--- config.mk ---
export PLATFORM = sky130hd
export DESIGN_NAME = i2c_cmd_sequencer
export DESIGN_NICKNAME = d
export VERILOG_FILES = /design/src/rtl/i2c_cmd_sequencer.sv
export SDC_FILE = /design/constraint.sdc
export NUM_CORES = 1
export LEC_CHECK = 0
export CAP_MARGIN = 10
export CORE_UTILIZATION = 35
export DETAILED_ROUTE_END_ITERATION = 10
export MAX_ROUTING_LAYER = met4
export PLACE_DENSITY_LB_ADDON = 0.25
export RECOVER_POWER = 100
export SETUP_SLACK_MARGIN = 0.02
export SLEW_MARGIN = 0
export SYNTH_ARGS = -nofsm -noshare
export SYNTH_HDL_FRONTEND = slang
export SYNTH_SLANG_ARGS = --single-unit
--- constraint.sdc ---
create_clock -name clk -period 2.4 [get_ports clk]
set_input_delay 0.24 -clock clk [delete_from_list [all_inputs] [get_ports clk]]
set_output_delay 0.24 -clock clk [all_outputs]
set_load 0.01 [all_outputs]
--- src/rtl/i2c_cmd_sequencer.sv ---
// Command queue in front of the single-byte I2C master: buffers commands, issues them one at a
// time, and returns exactly one response per command, in order, with a timeout safety net.
module i2c_cmd_sequencer #(
    parameter int DEPTH   = 4,
    parameter int TIMEOUT = 16384
) (
    input  logic       clk,
    input  logic       rst,
    input  logic       cmd_valid,
    output logic       cmd_ready,
    input  logic [6:0] cmd_addr,
    input  logic       cmd_op,
    input  logic [7:0] cmd_wdata,
    output logic       rsp_valid,
    input  logic       rsp_ready,
    output logic [7:0] rsp_rdata,
    output logic       rsp_ack_err,
    output logic       rsp_timeout,
    output logic       seq_idle,
    output logic       m_newd,
    output logic [6:0] m_addr,
    output logic       m_op,
    output logic [7:0] m_din,
    input  logic [7:0] m_dout,
    input  logic       m_busy,
    input  logic       m_ack_err,
    input  logic       m_done
);
    localparam int AW = $clog2(DEPTH);
    localparam int CW = AW + 1;
    localparam int TW = $clog2(TIMEOUT);

    typedef struct packed {
        logic [6:0] addr;
        logic       op;
        logic [7:0] wdata;
    } cmd_t;

    typedef enum logic [1:0] {S_IDLE, S_ISSUE, S_WAIT_BUSY, S_WAIT_DONE} state_t;

    cmd_t          mem [DEPTH];
    logic [AW-1:0] wr_ptr, rd_ptr;
    logic [CW-1:0] count, count_nxt;
    logic [TW-1:0] timer;
    state_t        state;

    logic push, pop, in_wait, finish, idle_nxt, rsp_valid_nxt;

    always_comb begin
        push          = cmd_valid && cmd_ready;
        pop           = (state == S_IDLE) && (count != '0) && !rsp_valid && !m_busy;
        in_wait       = (state == S_WAIT_BUSY) || (state == S_WAIT_DONE);
        finish        = in_wait && (m_done || (timer == TW'(TIMEOUT - 1)));
        count_nxt     = count + CW'(push) - CW'(pop);
        idle_nxt      = ((state == S_IDLE) && !pop) || finish;
        rsp_valid_nxt = finish || (rsp_valid && !rsp_ready);
    end

    always_ff @(posedge clk) begin
        if (push) mem[wr_ptr] <= '{addr: cmd_addr, op: cmd_op, wdata: cmd_wdata};
    end

    always_ff @(posedge clk) begin
        if (rst) begin
            state       <= S_IDLE;
            wr_ptr      <= '0;
            rd_ptr      <= '0;
            count       <= '0;
            timer       <= '0;
            cmd_ready   <= 1'b1;
            rsp_valid   <= 1'b0;
            rsp_rdata   <= '0;
            rsp_ack_err <= 1'b0;
            rsp_timeout <= 1'b0;
            seq_idle    <= 1'b1;
            m_newd      <= 1'b0;
            m_addr      <= '0;
            m_op        <= 1'b0;
            m_din       <= '0;
        end else begin
            count     <= count_nxt;
            cmd_ready <= (count_nxt != CW'(DEPTH));
            seq_idle  <= (count_nxt == '0) && idle_nxt && !rsp_valid_nxt;
            if (push) wr_ptr <= wr_ptr + 1'b1;
            if (pop)  rd_ptr <= rd_ptr + 1'b1;
            if (rsp_valid && rsp_ready) rsp_valid <= 1'b0;

            case (state)
                S_IDLE: begin
                    if (pop) begin
                        m_addr <= mem[rd_ptr].addr;
                        m_op   <= mem[rd_ptr].op;
                        m_din  <= mem[rd_ptr].wdata;
                        m_newd <= 1'b1;
                        timer  <= '0;
                        state  <= S_ISSUE;
                    end
                end
                // Timer also ticks here so the timeout lands exactly TIMEOUT cycles after newd.
                S_ISSUE: begin
                    m_newd <= 1'b0;
                    timer  <= timer + 1'b1;
                    state  <= S_WAIT_BUSY;
                end
                default: begin
                    if (m_done) begin
                        rsp_rdata   <= m_op ? m_dout : 8'h00;
                        rsp_ack_err <= m_ack_err;
                        rsp_timeout <= 1'b0;
                        rsp_valid   <= 1'b1;
                        state       <= S_IDLE;
                    end else if (timer == TW'(TIMEOUT - 1)) begin
                        rsp_rdata   <= 8'h00;
                        rsp_ack_err <= 1'b0;
                        rsp_timeout <= 1'b1;
                        rsp_valid   <= 1'b1;
                        state       <= S_IDLE;
                    end else begin
                        timer <= timer + 1'b1;
                        if (state == S_WAIT_BUSY && m_busy) state <= S_WAIT_DONE;
                    end
                end
            endcase
        end
    end
endmodule

## Word level (Yosys, flattened, before mapping)

Memory sizes are Yosys's and may differ from the RTL's. A register that Yosys moved wholly into a read port is not among the register bits.
Cells that the tools add are included.

| storage, ports and cells | value |
|---|---|
| register bits | 37 |
| bits in writable memories | 64 |
| bits of input ports | 31 |
| memories kept | 1 |

Memory list:

| name | depth | bits a word | read ports | clocked after memory_dff | write ports | line | source |
|---|---|---|---|---|---|---|---|
| mem | 4 | 16 | 1 | 1 | 1 | 41 | `cmd_t mem [DEPTH];` |

| operators by class | value |
|---|---|
| add/sub/neg operators | 5 |
| eq/ne operators | 8 |
| muxes and demuxes | 24 |
| bitwise operators | 1 |
| reductions and logical operators | 32 |

Operators by type and width:

| kind | count |
|---|---|
| 14-bit two-way mux | 3 |
| 14-bit one-hot mux with 2 select lines | 1 |
| 8-bit two-way mux | 3 |
| 14-bit by 1-bit adder with 14-bit output, second input constant | 1 |
| 14-bit equality test, second input constant | 1 |
| 1-bit logical AND | 11 |
| 1-bit two-way mux | 11 |
| 2-bit two-way mux | 4 |
| 2-bit AND reduction | 4 |
| 3-bit by 1-bit inequality test with 1-bit output, second input constant | 2 |
| 1-bit logical NOT | 5 |
| 5-bit nonzero test | 1 |
| 2-bit by 1-bit adder with 2-bit output, second input constant | 2 |
| 2-bit equality test, second input constant | 2 |
| 1-bit logical OR | 4 |
| 2-bit one-hot mux with 2 select lines | 1 |
| 2-bit nonzero test | 2 |
| 3-bit by 1-bit adder with 3-bit output | 1 |
| 3-bit logical NOT | 1 |
| 3-bit inequality test, second input constant | 1 |
| 3-bit AND reduction | 1 |
| 3-bit nonzero test | 1 |
| 3-bit by 1-bit subtractor with 3-bit output | 1 |
| 2-bit by 1-bit equality test with 1-bit output, second input constant | 1 |
| other kinds (5) | 5 |

## Longest topological paths before layout

| depth | value |
|---|---|
| depth after elaboration | 9 |
| gate-level depth with buffers | 13 |
| mapped depth without buffers | 12 |

## Worst setup path before layout

No wires, ideal clock.

| path | value |
|---|---|
| kind | register -> register |
| start point | register count[1] |
| end point | register seq_idle |
| library setup time | 0.116 ns |
| arrival time | 2.495 ns |
| path slack | -0.211 ns |
| stages on the path, launching flop included | 13 |
| buffers on the path | 1 |
| cell sequence | dfxtp_1 > or3_4 > nand3_2 > inv_2 > buf_4 > ha_1 > inv_1 > ha_1 > inv_1 > fa_1 > xor2_1 > xnor2_1 > a41o_1 |

| between the ends | value |
|---|---|
| cells in the longest elaborated chain, start to end | 9 |
| elaborated cells between the ends (all ways) | 12 |
| classes of those cells | 2 x add/sub; 10 x reduce/logical |

Ends and longest elaborated chain:

| item | line | source |
|---|---|---|
| from (decl) | 43 | `logic [CW-1:0] count, count_nxt;` |
| from (signal assigned) | 81 | `count <= count_nxt;` |
| 3-bit nonzero test (*) | 51 | `pop = (state == S_IDLE) && (count != '0) && !rsp_valid && !m_busy;` |
| 1-bit logical AND (*) (3 in a row) | 51 |  |
| named net pop | 47 | `logic push, pop, in_wait, finish, idle_nxt, rsp_valid_nxt;` |
| parallel branches: the longest is 3 deep, another holds 3-bit by 1-bit subtractor with 3-bit output | n/a |  |
| 1-bit logical AND (*) (2 in a row) | 83 | `seq_idle <= (count_nxt == '0) && idle_nxt && !rsp_valid_nxt;` |
| to (signal assigned) | 83 |  |
| to (decl) | 19 | `output logic seq_idle,` |

Mark *: on every way through the listed nets, which the timed path passes.
A chain may end at the register's enable or synchronous reset.

## Final worst setup path

| path | value |
|---|---|
| start point | register count[1] |
| end point | register seq_idle |

| between the ends | value |
|---|---|
| cells in the longest elaborated chain, start to end | 9 |
| elaborated cells between the ends (all ways) | 12 |
| classes of those cells | 2 x add/sub; 10 x reduce/logical |

Ends and longest elaborated chain:

| item | line |
|---|---|
| parallel branches: the longest is 7 deep, another holds 3-bit by 1-bit adder with 3-bit output | n/a |
| 1-bit logical AND (*) (2 in a row) | 83 |

Mark *: on every way between the ends.

==> run summary <==
first-pass GRT wire length = 16450 um
RR Endpoint = seq_idle
Tmin final = 2.269 ns
mean number of vias per cell = 5.089
worst rel slew slack = 25.32%
routed vias = 3135
worst hold start = m_dout[2]
DR DRC count = 0
worst skew pair latency = 0.41 ns
most frequent cells in the layout = edfxtp_1 (64), dfxtp_1 (51), nand2_1 (46), dlygate4sd3_1 (46), a21oi_1 (30)
worst path arrival time = 2.57 ns
fin. max-slew vios = 0
Synth top area share = 41.26%
crit path max fanout = 3
Cells after Synth = 350
Hold Path Stages = 3
R2R depth = 11
RSZ-0062 raised after global routing = no
synth unique cells = 49
R2R Setup Slk = 0.13 ns
gpl congestion = 0.7761
CTS Buffer Depth = 2
remaining antenna violation count = 0
clock-pin slew on the worst setup and hold paths = 0.06 ns
worst hold path class = primary input to register
CTS tree = done
Synth area leader = edfxtp_1
num ports = 61
Final Hold Viols = 0
total CTS buffers = 17
share of layout cells above drive strength 1 = 16.89%
fillers = 1126
proportion of synthesized chip area in sequential cells = 64.03%
Worst setup endpoint = seq_idle
DRT iter0 DRCs = 170
initial antenna violation count = 0
leak pwr = 2.205 nW
ys async rst share = 0%
max-cap violations = 0
Yosys warnings = 0
GRT overflow = 0
Die Wd = 117.4 um
synthesized cell area = 4658 sq um
Rows = 41
total track usage = 16.20%
Diodes inserted = 0
crit end category = register
hold slack = 0.4261 ns
most common cell after layout, fill and taps aside = edfxtp_1
vias in the first global route = 3170
Post-Layout Cell Count = 616
I/O Buffers = 60
pwr/cell area = 1066 nW/um^2
Reg-to-Reg Start = count[1]
number of clock sinks = 117
Syn Nets = 389
CP required = 2.70 ns
Clock Root Buffer = clkbuf_16
Area growth, synth to finish = 31.05%
CP Class = register to register
fmax = 0.4408 GHz
Initial Utilization = 36.47%
HPWL Detailed = 6328 um
average size of a mapped cell = 13.31 sq um
H-tree depth = 4
Area contributors post-synth = edfxtp_1 (41%), dfxtp_1 (23%), mux4_2 (7.7%)
clock skew = 0.008987 ns
die height = 117.4 um
peak supply drop = 517.7 uV
Post-synth EDFFs = 64
finished layout cell area = 6105 sq um
Slew @ Worst Pin = 1.120 ns
Cell Area, Placed = 5572 sq um
run status = completed
Nets = 470
full die area = 13770 sq um
number of setup violations in the final report = 0
crit path from = count[1]
routed wire length = 9998 um
CORE AREA = 12770 sq um
drt first pass iters = 4
wire per inst = 16.23 um
largest net degree at the start of global routing = 19
Final Cycle Share = 94.53%
Synth Flop Type = edfxtp_1
Yosys reg bits = 117
Startpoint Class = register
dpl cells = 583
synth_stat cells (3+ instances only):
cell and instances:
a211o_1 4, a21oi_1 30, and2_1 4, and3_1 8, and4_1 6, buf_2 6, buf_6 3, clkbuf_1 7
dfxtp_1 53, edfxtp_1 64, ha_1 7, inv_1 7, mux4_2 16, nand2_1 45, nand3_1 7, nand4_1 13
nor2_1 12, nor2b_1 5, nor4_1 5, o311ai_1 6, o31ai_1 5, xnor2_1 3
layer usage:
| layer | part of all wire [%] | vias up | track usage [%] |
|---|---|---|---|
| met5 | 0 | - | - |
| met4 | 1.8 | 0 | 8.198 |
| met3 | 3.1 | 17 | 4.086 |
| met2 | 50 | 60 | 25.74 |
| met1 | 45 | 1569 | 19.04 |
| li1 | - | 1489 | - |
state kept, by name (all words and copies together) (netlist names):
signal and cells:
mem 64, m_addr 7, rsp_rdata 8, cmd_ready 1, rsp_ack_err 1, seq_idle 1
wr_ptr 2, m_newd 1, rsp_timeout 1, rsp_valid 1, count 3, m_op 1
state 2, m_din 8, rd_ptr 2, timer 14
how the worst min path moves through the flow:
stage | end | slack, ns
floorplan | mem[0][0] | 0.34
global placement | rsp_rdata[7] | 0.44
detailed placement | rsp_rdata[2] | 0.45
CTS | rsp_rdata[0] | 0.41
global route | rsp_rdata[0] | 0.43
finish | rsp_rdata[2] | 0.43
report_power, final:
group          internal (W)  total, W  switching [W]
clock               0.00146   0.00239       0.000930
combinational      0.000741   0.00161       0.000871
sequential          0.00239   0.00251       0.000120
stage by stage:
step	power [W]	setup TNS [ns]	setup WS [ns]	utilization, %
finish	0.006509	0	0.1314	47.79
floorplan	0.003643	-0.02686	-0.02686	-
global placement	0.004222	-0.02484	-0.02266	43.62
global route	0.006848	0	0.02830	47.79
CTS	0.006674	0	0.09406	48.05
detailed placement	0.004254	-0.1651	-0.07027	43.62
critical path, stage by stage (launching register included):
cell and delay, ns:
dfxtp_2 0.34, or3_4 0.39, nand3_4 0.10, inv_4 0.04, ha_4 0.20, inv_2 0.06, ha_4 0.11, inv_1 0.05
fa_2 0.35, xor2_1 0.17, xnor2_1 0.15, a41o_1 0.21
cell type report:
class / instances / area (sq um) / share of cell area [%]
Timing Repair Buffer: 82 / 735.7 / 12.05
Clock inverter: 14 / 126.4 / 2.070
Inverter: 9 / 36.28 / 0.5944
Tap cell: 172 / 215.2 / 3.525
Multi-Input combinational cell: 204 / 1567 / 25.66
Clock buffer: 18 / 439.2 / 7.194
Sequential cell: 117 / 2985 / 48.90
timing repair:
action | 4_1_cts | 5_1_grt
endpoints found under the setup margin | 0 | 2
setup buffers | 0 | 1
hold buffers | 0 | 0
endpoints found under the hold margin | 0 | 0
resized for setup | 0 | 0
cell families after synthesis:
group                    count (synthesis)  synth area share (%)
multiplexers                            18                 8.192
AO/OA/AOI/OAI                           60                 8.998
XOR/XNOR                                 5                0.9403
AND/OR/NAND/NOR                        113                 12.38
adder cells (fa/ha/maj)                  8                 2.310
buffers and inverters                   29                 3.143
flip-flops                             117                 64.03
Note: power is estimated with default switching activity, not from simulation.
